**config.mk**
```make
export PLATFORM = sky130hd
export DESIGN_NAME = name_sequencer
export DESIGN_NICKNAME = d
export VERILOG_FILES = /design/src/rtl/name_sequencer.sv
export SDC_FILE = /design/constraint.sdc
export NUM_CORES = 1
export LEC_CHECK = 0
export CORE_UTILIZATION = 30
export CTS_CLUSTER_SIZE = 12
export DETAILED_ROUTE_END_ITERATION = 10
export GPL_TIMING_DRIVEN = 1
export PLACE_DENSITY = 0.54
export SLEW_MARGIN = 20
export SYNTH_ARGS = -nofsm -noshare
export SYNTH_HDL_FRONTEND = slang
export SYNTH_SLANG_ARGS = --single-unit
```
**constraint.sdc**
```tcl
create_clock -name clk -period 4.1 [get_ports clk]
set_clock_uncertainty 0.2 [all_clocks]
set_input_delay 1.025 -clock clk [delete_from_list [all_inputs] [get_ports clk]]
set_output_delay 1.025 -clock clk [all_outputs]
set_load 0.005 [all_outputs]
```
**src/rtl/name_sequencer.sv**
```systemverilog
// Letter-index sequencer feeding the 4-input decoder: prescaled auto-advance or single-step.
// Optional display blink gated by NAME_SEQ_BLINK_EN (blank tied low when undefined).
module name_sequencer #(
    parameter int unsigned TICK_DIV = 50000000,
    parameter int unsigned CNT_W    = 26,
    parameter int unsigned SEQ_LEN  = 4
) (
    input  logic clk,
    input  logic reset,
    input  logic run,
    input  logic step,
    input  logic dir,
    output logic x0,
    output logic x1,
    output logic x2,
    output logic x3,
    output logic tick,
    output logic blank
);

    logic [CNT_W-1:0] r_cnt;
    logic [3:0]       r_idx;
    logic             r_step_q;
    logic             r_tick;
    logic             w_term;
    logic             w_step_re;
    logic             w_adv;
    logic [3:0]       w_idx_nxt;

    assign w_term    = (r_cnt == CNT_W'(TICK_DIV - 1));
    assign w_step_re = step & ~r_step_q;
    assign w_adv     = (run & w_term) | (~run & w_step_re);

    always_comb begin
        w_idx_nxt = r_idx;
        if (dir == 1'b0) begin
            w_idx_nxt = (r_idx == 4'(SEQ_LEN - 1)) ? 4'd0 : r_idx + 4'd1;
        end else begin
            w_idx_nxt = (r_idx == 4'd0) ? 4'(SEQ_LEN - 1) : r_idx - 4'd1;
        end
    end

    always_ff @(posedge clk) begin
        if (reset) begin
            r_cnt    <= '0;
            r_idx    <= '0;
            r_step_q <= 1'b0;
            r_tick   <= 1'b0;
        end else begin
            r_step_q <= step;
            if (run) begin
                if (w_term) begin
                    r_cnt  <= '0;
                    r_tick <= 1'b1;
                end else begin
                    r_cnt  <= r_cnt + CNT_W'(1);
                    r_tick <= 1'b0;
                end
            end else begin
                r_tick <= 1'b0;
            end
            if (w_adv) begin
                r_idx <= w_idx_nxt;
            end
        end
    end

`ifdef NAME_SEQ_BLINK_EN
    logic r_blank;

    // Toggles on the same edge as the index update, so blink runs at half the step rate.
    always_ff @(posedge clk) begin
        if (reset || !run) begin
            r_blank <= 1'b0;
        end else if (w_term) begin
            r_blank <= ~r_blank;
        end
    end

    assign blank = r_blank;
`else
    assign blank = 1'b0;
`endif

    assign x0   = r_idx[3];
    assign x1   = r_idx[2];
    assign x2   = r_idx[1];
    assign x3   = r_idx[0];
    assign tick = r_tick;

endmodule
```
# Yosys cells after proc, flatten, opt, wreduce, memory -nomap -nowiden
# Index checks and enable logic that the tools add are counted.
# op_classes
add_sub_neg,3
eq_ne,2
bitwise,6
muxes,5
reduce_logical,2
# op_table
operator,count
$add 26x1->26 const B,1
$eq 26x26->1 const B,1
$mux 26,1
$mux 4,3
$add 4x1->4 const B,1
$eq 4x2->1 const B,1
$logic_not 4->1,1
$sub 4x1->4 const B,1
$and 1x1->1,3
$not 1->1,2
$reduce_or 2->1,1
$mux 1,1
$or 1x1->1,1
# totals
out_inout_bits,6
word_cells,22
reg_bits,32
inputBits,5

# Depth between registers and ports, before layout
# logic_depth
depth_word,4
mapped_depth,7
ltp_nobuf,6

# Worst setup path before layout
# OpenSTA, ideal clock, no wires.
# synth_path
kind,input -> register
from,input port run
to,register r_cnt[14]
setup_slack_ns,1.507
cell_stages,6
path_buffers,2
t_required_ns,3.826
setup_time_ns,0.074
t_arrival_ns,2.319
cell_sequence,buf_2 > nand4_4 > or2_0 > clkbuf_2 > or4_1 > a31oi_1
# synth_lines
element,line,rtl
"start, declared",10,"input logic run,"
"end signal, assigned",56,r_cnt <= r_cnt + CNT_W'(1);
"end, declared",21,logic [CNT_W-1:0] r_cnt;

==> qor.csv <==
stage,metric,value,unit
run_status,status,finished clean,
synth,synth_cell_types,40,
layout,antenna_cells,0,
pwr,cellLeakagePower,0.630,nW
placed_design,numPortBuffers,9,
synth,ys_ff_latch,32,
setup_path,worstSetupPathType,in -> reg,
layout,areaGrowthSynthToFinish,12.9,%
global_route,grt_pass1_wl,6110,um
global_route,grt_overflow_total,0,
setup_path,crit_path_start_kind,input pin,
timing,finalCritPeriodShare,0.772,
floorplan,die_x,77.1,um
timing,max_slew_margin,0.568,
floorplan,die_area,0.00594,mm^2
job,max-cap-violations,0,
global_route,track_usage,0.132,
routing,ant_nets,0,
synth,syn-num-nets,205,
setup_path,cp_max_fo,19,
clock_tree,insertion_delay,0.29,ns
synth,synthCells,195,
clock_tree,clockBufferDepth,2,
placed_design,place_hpwl,2520,um
placed_design,gp_congestion,0.762,
timing,period_needed,3.17,ns
min_path,hold_path_class,reg -> reg,
pwr,peakVddDrop,0.117,mV
routing,drt_first_pass_iters,4,
synth,netlist_area,0.00169,mm^2
placed_design,preCtsSetupSlack,0.645,ns
timing,final_hold_viol_count,0,
timing,rsz0062_at_grt,no,
timing,finalSetupViolations,0,
timing,worst_pin_slew,0.648,ns
global_route,grt_pass1_vias,1285,
clock_tree,htreeDepth,2,
synth,synth_warnings,0,
clock_tree,post-cts-setup-buffer-count,0,
floorplan,die_h,77.1,um
routing,first_iter_violations,85,
floorplan,rows,26,
global_route,grt_max_degree,20,
setup_path,arrival,3.11,ns
clock_tree,clock_sinks,32,
routing,wl_per_cell,13.4,um
floorplan,start_util,0.321,
timing,max_freq,0.316,GHz
timing,setup_ws,0.933,ns
layout,fin_util,0.363,
setup_path,cp.required,4.05,ns
clock_tree,cts_resized,0,
pwr,power.density,328,mW/mm^2
layout,final_nets,212,
global_route,antenna_found_initial,0,
synth,synth-seq-area-share,0.379,
placed_design,dp_cells,265,
pwr,fin_total_pwr,626,uW
routing,vias,1441,
clock_tree,cts_tree,yes,
timing,holdWs,0.284,ns
routing,viasPerCell,5.28,
routing,wl,3650,um
clock_tree,cts_buffers,5,
clock_tree,path_clk_slew,0.06,ns
routing,drc,0,
synth,avgSynthCellArea,8.67,um^2
layout,drive_gt1_frac,0.0493,
clock_tree,cts_root_buf,clkbuf_8,
setup_path,end_kind,register,
clock_tree,cts_hold_buf,0,
placed_design,place_area,0.00182,mm^2
timing,maxSlewViolCount,0,
floorplan,ios,11,
layout,final_area,0.00191,mm^2
timing,fin_tns_setup,0,ns
layout,final_cells,273,
floorplan,core-area,0.00527,mm^2
[area by class of cell]
type | instances | area [um^2]
Clock buffer | 8 | 90.1
Fill cell | 565 | 3360
Inverter | 7 | 26.3
Multi-Input combinational cell | 147 | 976
Sequential cell | 32 | 641
Tap cell | 70 | 87.6
Timing Repair Buffer | 9 | 90.1
[synthesized netlist by cell type]
| library cell | n | share of area |
|---|---|---|
| and3_1 | 3 | 0.011 |
| a21o_1 | 2 | 0.0089 |
| conb_1 | 1 | 0.0022 |
| clkbuf_2 | 1 | 0.0030 |
| o221ai_1 | 3 | 0.016 |
| nor4_1 | 2 | 0.0074 |
| xor2_1 | 7 | 0.036 |
| or3_1 | 1 | 0.0037 |
| nor4b_1 | 3 | 0.016 |
| ha_1 | 5 | 0.037 |
| nand4_1 | 7 | 0.026 |
| nor2_1 | 16 | 0.036 |
| clkbuf_1 | 3 | 0.0067 |
| o21ai_0 | 3 | 0.0089 |
| o211ai_1 | 1 | 0.0044 |
| mux2i_1 | 4 | 0.024 |
| or2_0 | 1 | 0.0037 |
| and4b_1 | 1 | 0.0059 |
| mux2_2 | 2 | 0.013 |
| nor2b_1 | 2 | 0.0074 |
| nand4_4 | 1 | 0.013 |
| a31oi_1 | 5 | 0.018 |
| dfxtp_1 | 32 | 0.38 |
| nand2_1 | 16 | 0.036 |
| or2_1 | 1 | 0.0037 |
| xnor2_1 | 5 | 0.026 |
| or4_1 | 12 | 0.053 |
| a221o_1 | 1 | 0.0059 |
| or2_2 | 1 | 0.0037 |
| and4_1 | 5 | 0.026 |
| buf_4 | 3 | 0.013 |
| nand3_1 | 10 | 0.030 |
| nor3_1 | 2 | 0.0059 |
| a211o_1 | 1 | 0.0052 |
| inv_1 | 7 | 0.016 |
| a21oi_1 | 12 | 0.036 |
| nor3b_1 | 1 | 0.0044 |
| buf_2 | 2 | 0.0059 |
| o31ai_1 | 9 | 0.040 |
| a311oi_1 | 1 | 0.0052 |
[cells by family after synthesis]
group | share of synthesized area
xor+xnor | 0.0621
compound gates | 0.148
simple gates | 0.291
fa+ha+maj | 0.0370
mux | 0.0370
other cells | 0.00222
buf+inv | 0.0444
flops | 0.379
[power by group]
group / internal (mW) / switching (mW) / total, mW / leakage [nW]
clock: 0.137 / 0.115 / 0.252 / 0.0455
combinational: 0.0226 / 0.0225 / 0.0451 / 0.325
sequential: 0.318 / 0.0108 / 0.329 / 0.259
total: 0.478 / 0.149 / 0.626 / 0.630
[registers in the layout, summed over array words and instances (netlist names)]
register,flops
r_cnt,26
r_step_q,1
r_idx,4
tick,1
[critical path, stage by stage]
cell and delay (ns):
clkdlybuf4s50_1 0.68, nand4_4 0.17, nor4b_1 0.51, a21o_1 0.62
nor2_1 0.11
[path summary, 6_finish.rpt]
check,startpoint,to,slack [ns],cells after the start
min reg2reg,r_cnt[25],r_cnt[25],0.28,2
min,r_cnt[25],r_cnt[25],0.28,2
max reg2reg,r_cnt[7],r_cnt[5],1.61,4
max,run,r_cnt[5],0.93,5
[routing by layer]
layer | up-vias | global-route usage | wire length, um
li1 | 742 | - | -
met1 | 670 | 0.177 | 1870
met3 | 7 | 0.0405 | 86
met2 | 22 | 0.181 | 1600
met4 | 0 | 0.0811 | 95
met5 | - | 0 | 0
[cells in the final DEF, fill, tap and decap left out, types with 2 or more instances in the layout]
master	n
a21o_1	2
mux2_2	2
xor2_1	7
o221ai_1	3
nor3_1	2
dfxtp_1	32
nor2b_1	2
clkdlybuf4s50_1	9
o21ai_0	3
and4_1	5
clkbuf_1	2
inv_1	7
clkbuf_8	6
nand4_1	7
or4_1	12
nand3_1	10
a31oi_1	5
o31ai_1	9
nor4_1	2
mux2i_1	4
a21oi_1	12
xnor2_1	5
and3_1	3
nand2_1	16
nor4b_1	3
nor2_1	16
ha_1	5
Power figures use the tool's default switching activity.
